**src/rtl/pipeline_hazard_ctrl_pkg.sv**
```systemverilog
// Shared types and constants for the pipeline stall/flush sequencer.
package pipeline_hazard_ctrl_pkg;

    typedef enum logic [1:0] {
        ST_RUN      = 2'd0,
        ST_MEM_WAIT = 2'd1,
        ST_HALT     = 2'd2
    } hz_state_t;

    localparam logic [4:0]  REG_ZERO        = 5'd0;
    localparam int unsigned DEFAULT_TIMEOUT = 64;

endpackage

```
**src/rtl/pipeline_hazard_ctrl_sat_counter.sv**
```systemverilog
// Saturating up-counter with synchronous active-high reset.
module sat_counter #(
    parameter int unsigned W = 32
) (
    input  logic         clk,
    input  logic         rst_i,
    input  logic         inc_i,
    output logic [W-1:0] cnt_o
);

    always_ff @(posedge clk) begin
        if (rst_i) begin
            cnt_o <= '0;
        end else if (inc_i && (cnt_o != {W{1'b1}})) begin
            cnt_o <= cnt_o + W'(1);
        end
    end

endmodule

```
**src/rtl/pipeline_hazard_ctrl.sv**
```systemverilog
// Central stall/flush sequencer: load-use, ID redirects and multi-cycle MEM
// accesses drive the pipeline register enables; stall/flush counters and a sticky timeout.
module pipeline_hazard_ctrl
    import pipeline_hazard_ctrl_pkg::*;
#(
    parameter int unsigned CNT_W   = 32,
    parameter int unsigned TIMEOUT = DEFAULT_TIMEOUT,
    parameter int unsigned TO_W    = 7
) (
    input  logic             clk,
    input  logic             rst_i,
    input  logic [4:0]       ifid_rs_i,
    input  logic [4:0]       ifid_rt_i,
    input  logic             ifid_uses_rt_i,
    input  logic             idex_memread_i,
    input  logic [4:0]       idex_rt_i,
    input  logic             branch_taken_i,
    input  logic             jump_i,
    input  logic             dmem_req_i,
    input  logic             dmem_ready_i,
    output logic             pc_write_o,
    output logic             ifid_write_o,
    output logic             ifid_flush_o,
    output logic             idex_flush_o,
    output logic             exmem_write_o,
    output logic             memwb_flush_o,
    output logic             err_o,
    output logic [CNT_W-1:0] stall_cnt_o,
    output logic [CNT_W-1:0] flush_cnt_o
);

    hz_state_t       state, state_nxt;
    logic [TO_W-1:0] wait_cnt, wait_nxt, wait_inc;
    logic            err_nxt;
    logic            lu, rd, ms;

    assign lu = idex_memread_i && (idex_rt_i != REG_ZERO) &&
                ((idex_rt_i == ifid_rs_i) || (ifid_uses_rt_i && (idex_rt_i == ifid_rt_i)));
    assign rd = branch_taken_i || jump_i;
    assign ms = dmem_req_i && !dmem_ready_i;
    assign wait_inc = wait_cnt + TO_W'(1);

    always_ff @(posedge clk) begin
        if (rst_i) begin
            state    <= ST_RUN;
            wait_cnt <= '0;
            err_o    <= 1'b0;
        end else begin
            state    <= state_nxt;
            wait_cnt <= wait_nxt;
            err_o    <= err_nxt;
        end
    end

    // Mealy control: freeze in MEM_WAIT/HALT, otherwise LU beats RD.
    always_comb begin
        state_nxt     = state;
        wait_nxt      = wait_cnt;
        err_nxt       = err_o;
        pc_write_o    = 1'b1;
        ifid_write_o  = 1'b1;
        ifid_flush_o  = 1'b0;
        idex_flush_o  = 1'b0;
        exmem_write_o = 1'b1;
        memwb_flush_o = 1'b0;

        if (!rst_i) begin
            unique case (state)
                ST_RUN, ST_MEM_WAIT: begin
                    if ((state == ST_RUN) ? ms : !dmem_ready_i) begin
                        pc_write_o    = 1'b0;
                        ifid_write_o  = 1'b0;
                        exmem_write_o = 1'b0;
                        memwb_flush_o = 1'b1;
                        if (state == ST_RUN) begin
                            state_nxt = ST_MEM_WAIT;
                            wait_nxt  = TO_W'(1);
                        end else begin
                            wait_nxt = wait_inc;
                            if (32'(wait_inc) >= TIMEOUT) begin
                                state_nxt = ST_HALT;
                                err_nxt   = 1'b1;
                            end
                        end
                    end else begin
                        state_nxt = ST_RUN;
                        wait_nxt  = '0;
                        if (lu) begin
                            pc_write_o   = 1'b0;
                            ifid_write_o = 1'b0;
                            idex_flush_o = 1'b1;
                        end else if (rd) begin
                            ifid_flush_o = 1'b1;
                        end
                    end
                end
                ST_HALT: begin
                    pc_write_o    = 1'b0;
                    ifid_write_o  = 1'b0;
                    exmem_write_o = 1'b0;
                    memwb_flush_o = 1'b1;
                end
                default: state_nxt = ST_RUN;
            endcase
        end
    end

    sat_counter #(.W(CNT_W)) u_stall_cnt (
        .clk   (clk),
        .rst_i (rst_i),
        .inc_i (!pc_write_o),
        .cnt_o (stall_cnt_o)
    );

    sat_counter #(.W(CNT_W)) u_flush_cnt (
        .clk   (clk),
        .rst_i (rst_i),
        .inc_i (ifid_flush_o),
        .cnt_o (flush_cnt_o)
    );

endmodule

```
**config.mk**
```make
export PLATFORM = sky130hd
export DESIGN_NAME = pipeline_hazard_ctrl
export DESIGN_NICKNAME = d
export VERILOG_FILES = /design/src/rtl/pipeline_hazard_ctrl_pkg.sv /design/src/rtl/pipeline_hazard_ctrl_sat_counter.sv /design/src/rtl/pipeline_hazard_ctrl.sv
export SDC_FILE = /design/constraint.sdc
export NUM_CORES = 1
export LEC_CHECK = 0
export ABC_AREA = 0
export CAP_MARGIN = 5
export CELL_PAD_IN_SITES_DETAIL_PLACEMENT = 0
export CELL_PAD_IN_SITES_GLOBAL_PLACEMENT = 1
export CORE_MARGIN = 1
export CORE_UTILIZATION = 37
export CTS_BUF_LIST = sky130_fd_sc_hd__clkbuf_8
export DETAILED_ROUTE_END_ITERATION = 12
export MAX_ROUTING_LAYER = met4
export PLACE_DENSITY_LB_ADDON = 0.1
export SLEW_MARGIN = 40
export SYNTH_ARGS = -nofsm -noshare
export SYNTH_HDL_FRONTEND = slang
export SYNTH_SLANG_ARGS = --single-unit
```
**constraint.sdc**
```tcl
create_clock -name clk -period 2.7 [get_ports clk]
set_input_delay 0.54 -clock clk [delete_from_list [all_inputs] [get_ports clk]]
set_output_delay 0.54 -clock clk [all_outputs]
set_load 0.01 [all_outputs]
```
==> metrics.txt <==
status=completed; Fillers=968; # nets final=582; Top delay family on crit path=buffers and inverters; Synth area leaders=dfxtp_1, xor2_1, nor2_1, xnor2_1, nand4_1; Main synth FF type=dfxtp_1; CTS buffer count=9; dpl cell area=4900 um^2; Crit Path Max Fanout=2; Relative slew margins=74.27%; drt wl/cell=13.50 um; Initial Utilization=38.41%; I/O pin total=94; crit path launch type=input port; clock sinks=74; Leak=1.790 nW; kind of critical path=in2out; die width=103.2 um; Worst-path clk slew=0.08 ns; Max Cap Violations=0; fmax=378.8 MHz; Power Density=409.7 nW/um^2; Switching Fraction=25.23%; CTS tree=built; Synth-to-Final Area Change=34.21%; Critical Path Slowest Stage Cell=or4_4; # diodes=0; final wirelength=9371 um; CP required=2.16 ns; Final Cycle Share=97.77%; internal power=1.558 mW; min Tclk post-route=2.640 ns; CP Cell Sequence=clkdlybuf4s50_1 -> or4_4 -> o21ai_4 -> buf_4 -> o21ai_2 -> inv_2 -> buf_2; mapped cell area=3789 um^2; clock network fraction of total power=38.6%; die area=10,650 um^2; routability cong.=0.7954; register bit total from synthesis=74; Worst path max stage delay=0.56 ns; Netlist cell types=44; via count=3,465; Remaining DRCs=0; syn_nets=477; top-area cell type share of the netlist area=39.10%; FFs w/ async S/R, synth=0%; Max VDD drop=0.2620 mV; arrival time at the worst endpoint=2.10 ns; Critical path buffers and inverters=4; Vias per Instance=4.993; Yosys top cell by area=dfxtp_1; Ys Warns=0; gr usage total=19.01%; 1st-iter DRT viols=131; Combinational Power Share=8.5%; port buffer count=93; Seq pwr share=52.9%; number of enable flip-flop cells after synthesis=0; Syn Area/Cell=8.401 um^2; DRT Pass-1 Iters=4; cells after synthesis=451; GRT Residual Overflow=0; worst slew pin tran=0.3852 ns; Setup crit end kind=output pin; final setup violation count=0; most frequent cells in the layout=clkdlybuf4s50_1, dfxtp_1, nor2_1, xor2_1, xnor2_1; ratio of cells with drive above 1 in the final layout=11.23%; Hold/Removal Path Class=reg2reg; cell area after layout=5085 um^2; H-Tree Depth=3; Final Hold Fails=0; clk_skew=0.01468 ns; Slew Viols, Final=0; height of the chip=103.2 um; row cnt=36; Power, Total=2.083 mW; Worst-Skew Late Latency=0.34 ns; dpl hpwl=6627 um; DRT antenna net count=0; Multi-input gate area=2160 um^2; initial antenna violation count=0; FF+latch area=1481 um^2; first-pass GRT wire length=15,440 um; RSZ-0062 raised after global routing=no; commonest non-fill, non-tap cell in the layout=clkdlybuf4s50_1; Switch Pwr=0.5257 mW; Max Buffers Root-to-Sink=2; Placeable Area=9864 um^2; Root Driver=clkbuf_8; vias in the first global route=3,248; largest net degree at the start of global routing=37; sequential area share after synthesis=39.10%
synthesized netlist by cell type, types with 2 or more instances:
master / instances
nor3_1: 12
o21bai_1: 3
and2_1: 2
nor2b_1: 8
dfxtp_1: 74
nand4_1: 29
nand3_1: 26
and3_2: 2
a21oi_1: 12
xnor2_1: 31
or3_1: 5
ha_1: 3
clkbuf_1: 9
nand3_2: 9
and4_1: 9
o21ai_0: 9
nor2_1: 73
inv_1: 9
and3_1: 16
buf_6: 3
buf_2: 4
or4_1: 4
buf_8: 2
mux2i_1: 2
nand2b_1: 2
xor2_1: 37
nand2_1: 29
nor4_1: 11
registers in the layout (all words and copies together) (netlist names):
register and count:
err_o 1, state 2, u_flush_cnt.cnt_o 32, u_stall_cnt.cnt_o 32, wait_cnt 7
path summary, 6_finish.rpt:
check,start,cells past startpoint,slack (ns),endpoint
worst min-delay path,err_o$_SDFFE_PP0P_,2,0.46,err_o$_SDFFE_PP0P_
worst max-delay path,idex_rt_i[1],7,0.06,ifid_flush_o
worst min register to register,err_o$_SDFFE_PP0P_,2,0.46,err_o$_SDFFE_PP0P_
worst max register to register,u_stall_cnt.cnt_o[13]$_SDFFE_PP0P_,9,0.33,u_stall_cnt.cnt_o[0]$_SDFFE_PP0P_
tightest hold or removal path: stages, from the launching register on:
cell     delay [ns]
dfxtp_1        0.32
inv_1          0.05
a21oi_1        0.05
layout make-up:
| type | count | area share, % |
|---|---|---|
| Inverter | 9 | 0.6644 |
| Multi-Input combinational cell | 348 | 42.47 |
| Timing Repair Buffer | 114 | 20.89 |
| Clock buffer | 11 | 2.977 |
| Clock inverter | 5 | 0.5906 |
| Sequential cell | 74 | 29.13 |
| Tap cell | 133 | 3.273 |
per-stage QoR:
step | setup WS, ns | hold WS, ns | cells | util [%] | setup TNS, ns
2_1_floorplan | 0.2247 | 0.4488 | 451 | - | 0
3_3_place_gp | -0.4077 | 0.4398 | 677 | 49.67 | -3.221
3_5_place_dp | -0.4276 | 0.4437 | 677 | 49.67 | -3.946
4_1_cts | 0.02068 | 0.4626 | 694 | 51.64 | 0
5_1_grt | 0.005839 | 0.4776 | 694 | 51.55 | 0
6_report | 0.06026 | 0.4577 | 694 | 51.55 | 0
cell families (layout without fill, tap and decap cells):
kind of cell               after synthesis  in the layout  share of synthesized area [%]
AOI/OAI and AO/OA                       31             31                          4.921
xor gates and xnor gates                68             68                          15.72
adders and majority gates                3              3                         0.9909
buffers and inverters                   29            139                          4.458
DFF                                     74             74                          39.10
muxes                                    2              2                         0.5284
and+or+nand+nor                        244            244                          34.28
repair_timing:
action / in CTS / in global routing
endpoints found under the setup margin: 4 / 4
pin swaps: 1 / 1
hold buffers: 0 / 0
resized for setup: 16 / 5
buffers inserted: 1 / 0
layer usage:
layer  vias up  track usage [%]  wire [um]
li1       1774                -          -
met3        13            3.965        319
met5         -                -          0
met4         0            6.501        137
met1      1600            23.91       4531
met2        78            30.36       4383
power groups by stage:
stage	sequential, mW	combinational, mW	clock (mW)
final	1.10	0.177	0.803
after global routing	1.10	0.193	0.875
after CTS	1.10	0.179	0.842
after detailed placement	1.13	0.178	0
after global placement	1.13	0.175	0
after floorplan	1.13	0.0938	0
No activity file was read; power rests on OpenSTA's default activity.
